**config.mk**
```make
export PLATFORM = sky130hd
export DESIGN_NAME = fifo_wr_arbiter
export DESIGN_NICKNAME = d
export VERILOG_FILES = /design/src/rtl/fifo_wr_arbiter.sv
export SDC_FILE = /design/constraint.sdc
export NUM_CORES = 1
export LEC_CHECK = 0
export BUFFER_PORTS_ARGS = -buffer_cell sky130_fd_sc_hd__buf_4
export CORE_MARGIN = 1
export CORE_UTILIZATION = 40
export CTS_BUF_LIST = sky130_fd_sc_hd__clkbuf_8 sky130_fd_sc_hd__clkbuf_16
export DETAILED_ROUTE_END_ITERATION = 16
export GPL_TIMING_DRIVEN = 0
export PLACE_DENSITY = 0.84
export SLEW_MARGIN = 10
export SYNTH_ARGS = -nofsm -noshare
export SYNTH_HDL_FRONTEND = slang
export SYNTH_SLANG_ARGS = --single-unit
```
**constraint.sdc**
```tcl
create_clock -name clk -period 1.7 [get_ports clk]
set_input_delay 0.17 -clock clk [delete_from_list [all_inputs] [get_ports clk]]
set_output_delay 0.17 -clock clk [all_outputs]
set_load 0.1 [all_outputs]
```
**src/rtl/fifo_wr_arbiter.sv**
```systemverilog
// Round-robin write arbiter: NUM_REQ valid/ready producers share one synchronous FIFO write port.
// Latency: 1 cycle of arbitration in IDLE, then up to MAX_BURST words at one word per cycle.
// Backpressure: fifo_full drops the grant holder's req_ready and stalls; grant and beat count are held.
module fifo_wr_arbiter #(
    parameter int NUM_REQ    = 4,
    parameter int DATA_WIDTH = 8,
    parameter int MAX_BURST  = 4,
    parameter int ID_W       = 2
) (
    input  logic                          clk,
    input  logic                          rst,
    input  logic [NUM_REQ-1:0]            req_valid,
    input  logic [NUM_REQ*DATA_WIDTH-1:0] req_data,
    input  logic [NUM_REQ-1:0]            req_last,
    output logic [NUM_REQ-1:0]            req_ready,
    output logic                          fifo_write_en,
    output logic [DATA_WIDTH-1:0]         fifo_data_in,
    input  logic                          fifo_full,
    output logic [ID_W-1:0]               grant_id,
    output logic                          busy
);

    localparam int                CNT_W          = $clog2(MAX_BURST) + 1;
    localparam logic [CNT_W-1:0]  LAST_BEAT      = CNT_W'(MAX_BURST - 1);
    localparam logic [ID_W-1:0]   RST_LAST_GRANT = ID_W'(NUM_REQ - 1);
    localparam logic [ID_W:0]     NUM_REQ_W      = (ID_W+1)'(NUM_REQ);

    typedef enum logic {
        ST_IDLE  = 1'b0,
        ST_BURST = 1'b1
    } state_t;

    state_t                state_q;
    state_t                state_d;
    logic [ID_W-1:0]       grant_q;
    logic [ID_W-1:0]       grant_d;
    logic [ID_W-1:0]       last_grant_q;
    logic [ID_W-1:0]       last_grant_d;
    logic [CNT_W-1:0]      beat_cnt_q;
    logic [CNT_W-1:0]      beat_cnt_d;
    logic [DATA_WIDTH-1:0] hold_q;

    // Round-robin pick and the grant holder's view of the request bus.
    logic [ID_W-1:0]       pick;
    logic                  pick_vld;
    logic [ID_W:0]         scan_idx;
    logic                  cur_vld;
    logic                  cur_last;
    logic [DATA_WIDTH-1:0] cur_dat;

    // Mux out the valid/last/data of the current grant holder.
    always_comb begin
        cur_vld  = 1'b0;
        cur_last = 1'b0;
        cur_dat  = '0;
        for (int i = 0; i < NUM_REQ; i++) begin
            if (grant_q == ID_W'(i)) begin
                cur_vld  = req_valid[i];
                cur_last = req_last[i];
                cur_dat  = req_data[i*DATA_WIDTH +: DATA_WIDTH];
            end
        end
    end

    // Scan from last_grant+1 upward modulo NUM_REQ; descending k so the nearest valid requester wins.
    always_comb begin
        pick     = last_grant_q;
        pick_vld = 1'b0;
        scan_idx = '0;
        for (int k = NUM_REQ; k >= 1; k--) begin
            scan_idx = {1'b0, last_grant_q} + (ID_W+1)'(k);
            if (scan_idx >= NUM_REQ_W) begin
                scan_idx = scan_idx - NUM_REQ_W;
            end
            for (int i = 0; i < NUM_REQ; i++) begin
                if (scan_idx == (ID_W+1)'(i) && req_valid[i]) begin
                    pick     = ID_W'(i);
                    pick_vld = 1'b1;
                end
            end
        end
    end

    // State register: reset aborts any burst on the next edge.
    always_ff @(posedge clk) begin
        if (rst) begin
            state_q <= ST_IDLE;
        end else begin
            state_q <= state_d;
        end
    end

    // Next-state and arbitration bookkeeping; a beat is exactly a cycle with fifo_write_en high.
    always_comb begin
        state_d      = state_q;
        grant_d      = grant_q;
        last_grant_d = last_grant_q;
        beat_cnt_d   = beat_cnt_q;
        case (state_q)
            ST_IDLE: begin
                if (pick_vld) begin
                    grant_d    = pick;
                    beat_cnt_d = '0;
                    state_d    = ST_BURST;
                end
            end
            ST_BURST: begin
                if (!cur_vld) begin
                    // Grant holder stalled: release, and rotate priority even after zero beats.
                    state_d      = ST_IDLE;
                    last_grant_d = grant_q;
                    beat_cnt_d   = '0;
                end else if (fifo_write_en) begin
                    if (cur_last || beat_cnt_q == LAST_BEAT) begin
                        state_d      = ST_IDLE;
                        last_grant_d = grant_q;
                        beat_cnt_d   = '0;
                    end else begin
                        beat_cnt_d = beat_cnt_q + CNT_W'(1);
                    end
                end
            end
            default: begin
                state_d = ST_IDLE;
            end
        endcase
    end

    // Outputs: only the grant holder sees ready; writes are suppressed while full or in reset.
    always_comb begin
        req_ready     = '0;
        fifo_write_en = 1'b0;
        busy          = (state_q == ST_BURST);
        if (state_q == ST_BURST && !rst) begin
            for (int i = 0; i < NUM_REQ; i++) begin
                if (grant_q == ID_W'(i)) begin
                    req_ready[i] = ~fifo_full;
                end
            end
            fifo_write_en = cur_vld & ~fifo_full;
        end
        fifo_data_in = fifo_write_en ? cur_dat : hold_q;
    end

    // Grant, priority pointer, beat counter and the held copy of the last written word.
    always_ff @(posedge clk) begin
        if (rst) begin
            grant_q      <= '0;
            last_grant_q <= RST_LAST_GRANT;
            beat_cnt_q   <= '0;
            hold_q       <= '0;
        end else begin
            grant_q      <= grant_d;
            last_grant_q <= last_grant_d;
            beat_cnt_q   <= beat_cnt_d;
            if (fifo_write_en) begin
                hold_q <= cur_dat;
            end
        end
    end

    assign grant_id = grant_q;

endmodule

```
# --- After elaboration in Yosys (flattened, before gate mapping) ---
# Index checks and enable logic that the tools add are counted.
word_totals:
  in_bits: 43
  elab_cells: 136
  latchBits: 0
  memories: 0
  out_inout_bits: 16
  ram_bits: 0
  ff_bits: 16
  mem_bits_ro: 0
op_classes:
  multipliers: 0
  bitwise: 3
  div_mod_pow: 0
  shifts: 0
  eq_ne: 20
  addsub: 9
  order_cmp: 4
  mux: 68
  n_reduce_logical: 27
op_table:
  columns: ["op", "n"]
  rows:
  - ["8-bit two-way mux", 5]
  - ["2-bit two-way mux", 19]
  - ["1-bit two-way mux", 33]
  - ["3-bit by 2-bit == test with 1-bit output, second input constant", 9]
  - ["3-bit two-way mux", 8]
  - ["1-bit logical AND", 17]
  - ["3-bit by 1-bit == test with 1-bit output, second input constant", 4]
  - ["3-bit >= comparator, second input constant", 4]
  - ["3-bit zero test", 4]
  - ["3-bit subtractor, second input constant", 4]
  - ["2-bit by 2-bit adder with 3-bit output, second input constant", 2]
  - ["3-bit one-hot mux with 2 select lines", 1]
  - ["2-bit == test, second input constant", 2]
  - ["4-bit two-way mux", 1]
  - ["2-bit inequality test, second input constant", 2]
  - ["2-bit AND reduction", 2]
  - ["2-bit by 1-bit adder with 3-bit output, second input constant", 1]
  - ["2-bit by 3-bit adder with 3-bit output, second input constant", 1]
  - ["3-bit by 1-bit adder with 3-bit output, second input constant", 1]
  - ["3-bit inequality test, second input constant", 1]
  - ["3-bit AND reduction", 1]
  - ["2-bit by 1-bit == test with 1-bit output, second input constant", 1]
  - ["2-bit zero test", 1]
  - ["2-bit by 1-bit inequality test with 1-bit output, second input constant", 1]
  - ["5 further kinds", 6]

# --- Longest topological paths before layout ---
depth:
  ltp_word: 23
  mapped_depth: 6
  mapped_depth_nobuf: 6

# --- Worst setup path after synthesis ---
# OpenSTA, ideal clock, no wires.
synth_timing:
  path_kind: "register to output"
  startpoint: "reg state_q, in the netlist busy"
  endpoint: "out req_ready[0]"
  t_arrival_ps: 3775
  setup_slack_ps: -2245
  path_buffers: 0
  stages_incl_launch_ff: 3
  required_time_ps: 1530
  path_cell_list: "dfxtp_1 -> nor3b_2 -> nor3b_1"
synth_via:
  elab_chain_len: 2
synth_rtl:
  columns: ["element", "line", "text"]
  rows:
  - ["start, declared", "33", "state_t state_q;"]
  - ["start signal, assigned", "89", "state_q <= state_d;"]
  - ["1-bit logical AND", "134", "if (state_q == ST_BURST && !rst) begin"]
  - ["4-bit two-way mux", "134", null]
  - ["end, declared", "15", "output logic [NUM_REQ-1:0] req_ready,"]
# No other way between the ends.

# --- Final worst setup path ---
layout_timing:
  startpoint: "reg state_q, in the netlist busy"
  endpoint: "out fifo_data_in[0]"
layout_via:
  elab_chain_len: 3
layout_rtl:
  columns: ["element", "line", "text"]
  rows:
  - ["1-bit logical AND", "134", null]
  - ["1-bit two-way mux", "134", null]
  - ["8-bit two-way mux", null, null]
  - ["end, declared", "17", "output logic [DATA_WIDTH-1:0] fifo_data_in,"]
# No other way between the ends.

==> implementation parameters <==
Parameter                              Value

Synth
  Post-synth top area share    29.2%
  Mean instance size in the synthesized netlist    10.4 sq um
  Flop and latch count out of synthesis    16
  Main area contributors after synthesis    dfxtp_1 (29%), mux4_2 (18%), mux2_2 (8.2%)
  Part of the Yosys area used for sequential elements    29.2%
  Unique masters post-synth    31
  Net count after synthesis    151
  Synthesis Warnings    0
  Netlist area before placement    0.00110 sq mm
  Gate count of the mapped netlist    106
  Cell type contributing the most total cell area after synthesis    dfxtp_1

Floorplanning
  Number of top-level design ports    59
  Row cnt    18
  Placeable core area    0.00254 sq mm
  Die area    0.00296 sq mm
  X dimension of the die    54.4 um
  Height of the chip    54.4 um
  Starting density of the core    43.2%

STA
  Pins Over Slew Limit    0
  Tcrit/Tclk final    124%
  Setup repair after global routing missed its margin    true
  Number of setup violations in the final report    27
  Tightest hold margin    0.228 ns
  Final-report hold violation count    0
  Worst Setup Slack, final    -0.408 ns
  Final critical-path required period    2.11 ns
  Worst clock skew    0.00172 ns
  Maximum clock frequency    0.474 GHz
  Transition time at the pin with the least slew margin    0.656 ns
  Accumulated negative setup slack    -5.53 ns
  Remaining max-slew budget at the tightest pin    56.2%

Critical path
  Worst path slowest cell    nor3b_4
  Buf+Inv Stages, Crit Path    1
  Required time at the endpoint of the critical path    1.53 ns
  Maximum fanout along the worst path    8
  CP endpoint kind    output port
  R2r endpoint    hold_q[5]$_SDFF_PP0_
  Path type of the worst setup path    reg -> out
  Max stage delay on crit path    0.58 ns
  Cells traversed along the worst timing path    nor3b_4, nand2_4, mux2_4, buf_12
  Worst-case register-to-register setup slack    -0.19 ns
  Largest delay contributor family on the critical path    simple AND/OR/NAND/NOR gates
  Crit path DAT    1.94 ns
  Startpoint of the worst-slack reg-to-reg timing path    grant_id[1]$_SDFFE_PP0P_
  Number of cell instances on the worst register-to-register path    5
  Kind of start point of the critical path    register

Global route
  Global-route wire length before repair    6020 um
  Total track usage    30.3%
  Via count of the first global-routing pass    1247
  Remaining Overflow, GRT    0
  Initial antenna violation count    0
  Maximum number of pins on one net before global-route repair    11

Job
  Number of maximum-capacitance violations    0

Hold path
  Worst hold stages    3
  Source of the worst hold timing path    rst
  Endpoint of the worst hold-timing path    beat_cnt_q[0]$_SDFFE_PP0P_
  Classification of the worst-slack hold path    in -> reg

Status
  Run status    complete, but fails checks
  Failing checks    setup timing

Finish
  Area taken by flip-flops and latches    332 sq um
  Antenna diode count    0
  Multi-input combinational cell area    828 sq um
  Nets    225
  Most frequent cells in the layout    buf_4 (49), buf_12 (13), dfxtp_1 (13), nor2_1 (10), mux4_2 (9)
  Layout Area Growth over Synthesis    83.6%
  Fraction of layout cells with a size suffix above 1    61.5%
  Commonest non-fill, non-tap cell in the layout    buf_4
  Filler cell count in the final layout    120

Route
  Final ANT Viol Nets    0
  Initial drt markers    50
  Wire per inst    22.9 um
  Vias    1272
  First-pass detailed-route iteration total    4
  # DRC    0
  Post-DR vias/cell    6.09
  Wire length reported by the detailed router    4780 um

Clock tree
  Clock latency at the later pin of the worst-skew pair    0.26 ns
  Buffer cell driving the clock tree root    clkbuf_8
  Quantity of hold-fixing buffers added after cts    0
  Maximum level of the CTS H-tree    1
  Clock-pin slew on the worst setup and hold paths    0.07 ns
  Number of clock sinks    16
  Clock tree from TritonCTS    done
  Total clock buffers created by CTS    3
  Number of buffers between clock root and the deepest sink    2

Placement
  Final weighted congestion in routability-driven placement    0.830
  Worst slack at placement    -0.384 ns
  Final HPWL from detailed placement    2210 um
  IO buf count    58

Power
  Highest ir drop seen on vdd    0.722 mV
  Leakage power figure    0.945 nW
  Pwr per Cell Area    784 mW/mm^2
-- cell families (layout without fill, tap and decap cells) --
family | after synthesis | after routing | synth area share, %
adders and majority gates | 2 | 2 | 2.28
AOI/OAI and AO/OA | 14 | 14 | 8.66
and+or+nand+nor | 41 | 42 | 22.3
buffers and inverters | 10 | 82 | 5.47
muxes | 23 | 23 | 32.1
DFF | 16 | 16 | 29.2
-- worst max path at each step --
stage	endpoint	cells after the start	startpoint	slack, ns
2_1_floorplan	hold_q[0]$_SDFF_PP0_	5	grant_id[1]$_SDFFE_PP0P_	-0.48
3_3_place_gp	fifo_data_in[0]	5	grant_id[1]$_SDFFE_PP0P_	-0.34
3_5_place_dp	fifo_data_in[6]	5	grant_id[1]$_SDFFE_PP0P_	-0.38
4_1_cts	fifo_data_in[3]	4	grant_id[1]$_SDFFE_PP0P_	-0.34
5_1_grt	fifo_data_in[0]	5	grant_id[1]$_SDFFE_PP0P_	-0.43
6_report	fifo_data_in[0]	4	busy$_SDFF_PP0_	-0.41
-- sequential cells by signal (all words and copies together), names as in the netlist --
register and count:
hold_q 8, beat_cnt_q 3, last_grant_q 2, busy 1, grant_id 2
-- synth_stat cells, drive strengths merged --
| library cell | count |
|---|---|
| mux2i | 6 |
| and2b | 8 |
| buf | 3 |
| nor3b | 3 |
| and3 | 1 |
| nand2b | 3 |
| a211o | 1 |
| o211ai | 1 |
| mux4 | 9 |
| ha | 2 |
| or4 | 1 |
| o21bai | 1 |
| o2bb2ai | 2 |
| a22oi | 1 |
| nand2 | 5 |
| o311ai | 1 |
| a21oi | 4 |
| o21ai | 2 |
| dfxtp | 16 |
| mux2 | 8 |
| nor2b | 3 |
| and3b | 2 |
| nor4 | 1 |
| nor3 | 1 |
| nor2 | 12 |
| or3 | 1 |
| a211oi | 1 |
| clkbuf | 4 |
| inv | 3 |
-- routing by layer --
| layer | routed length, um | vias up | track usage [%] |
|---|---|---|---|
| li1 | - | 537 | - |
| met1 | 1870 | 632 | 29.7 |
| met2 | 2310 | 86 | 54.1 |
| met3 | 432 | 17 | 10.0 |
| met4 | 163 | 0 | 19.2 |
| met5 | 0 | - | 0 |
-- worst register-to-register path: cells and delay by family (launching register included) --
kind	cells	cell delay [ns]
muxes	2	0.97
DFF	1	0.37
and+or+nand+nor	2	0.31
buffers and inverters	1	0.13
-- per-stage QoR --
stage	cell area [sq um]	std cells	utilization, %	total power [W]
finish	2020	209	79.3	0.00158
global route	2020	209	79.3	0.00162
CTS	1950	206	76.7	0.00149
detailed placement	1640	194	64.4	0.00104
global placement	1640	194	64.4	0.00103
floorplan	1170	106	-	0.000877
-- where the power goes --
group	switching [W]	internal, W
Clock	0.000155	0.000206
Combinational	0.000433	0.000359
Sequential	0.0000243	0.000403
Total	0.000612	0.000969
-- what timing repair did --
| item | CTS | global route |
|---|---|---|
| cloned | 1 | 0 |
| pin swaps | 1 | 2 |
| gates resized for setup | 47 | 13 |
| setup endpoints to repair | 21 | 27 |
| buffers inserted | 8 | 4 |
| endpoints found under the hold margin | 0 | 0 |
-- cell type report --
| type | count | area share, % |
|---|---|---|
| buffer | 6 | 2.79 |
| sequential | 16 | 16.4 |
| multi-input combinational | 81 | 41.1 |
| timing repair buffer | 69 | 34.6 |
| tap | 30 | 1.86 |
| clock buffer | 4 | 2.73 |
| inverter | 3 | 0.558 |
(Power assumes the default switching activity.)
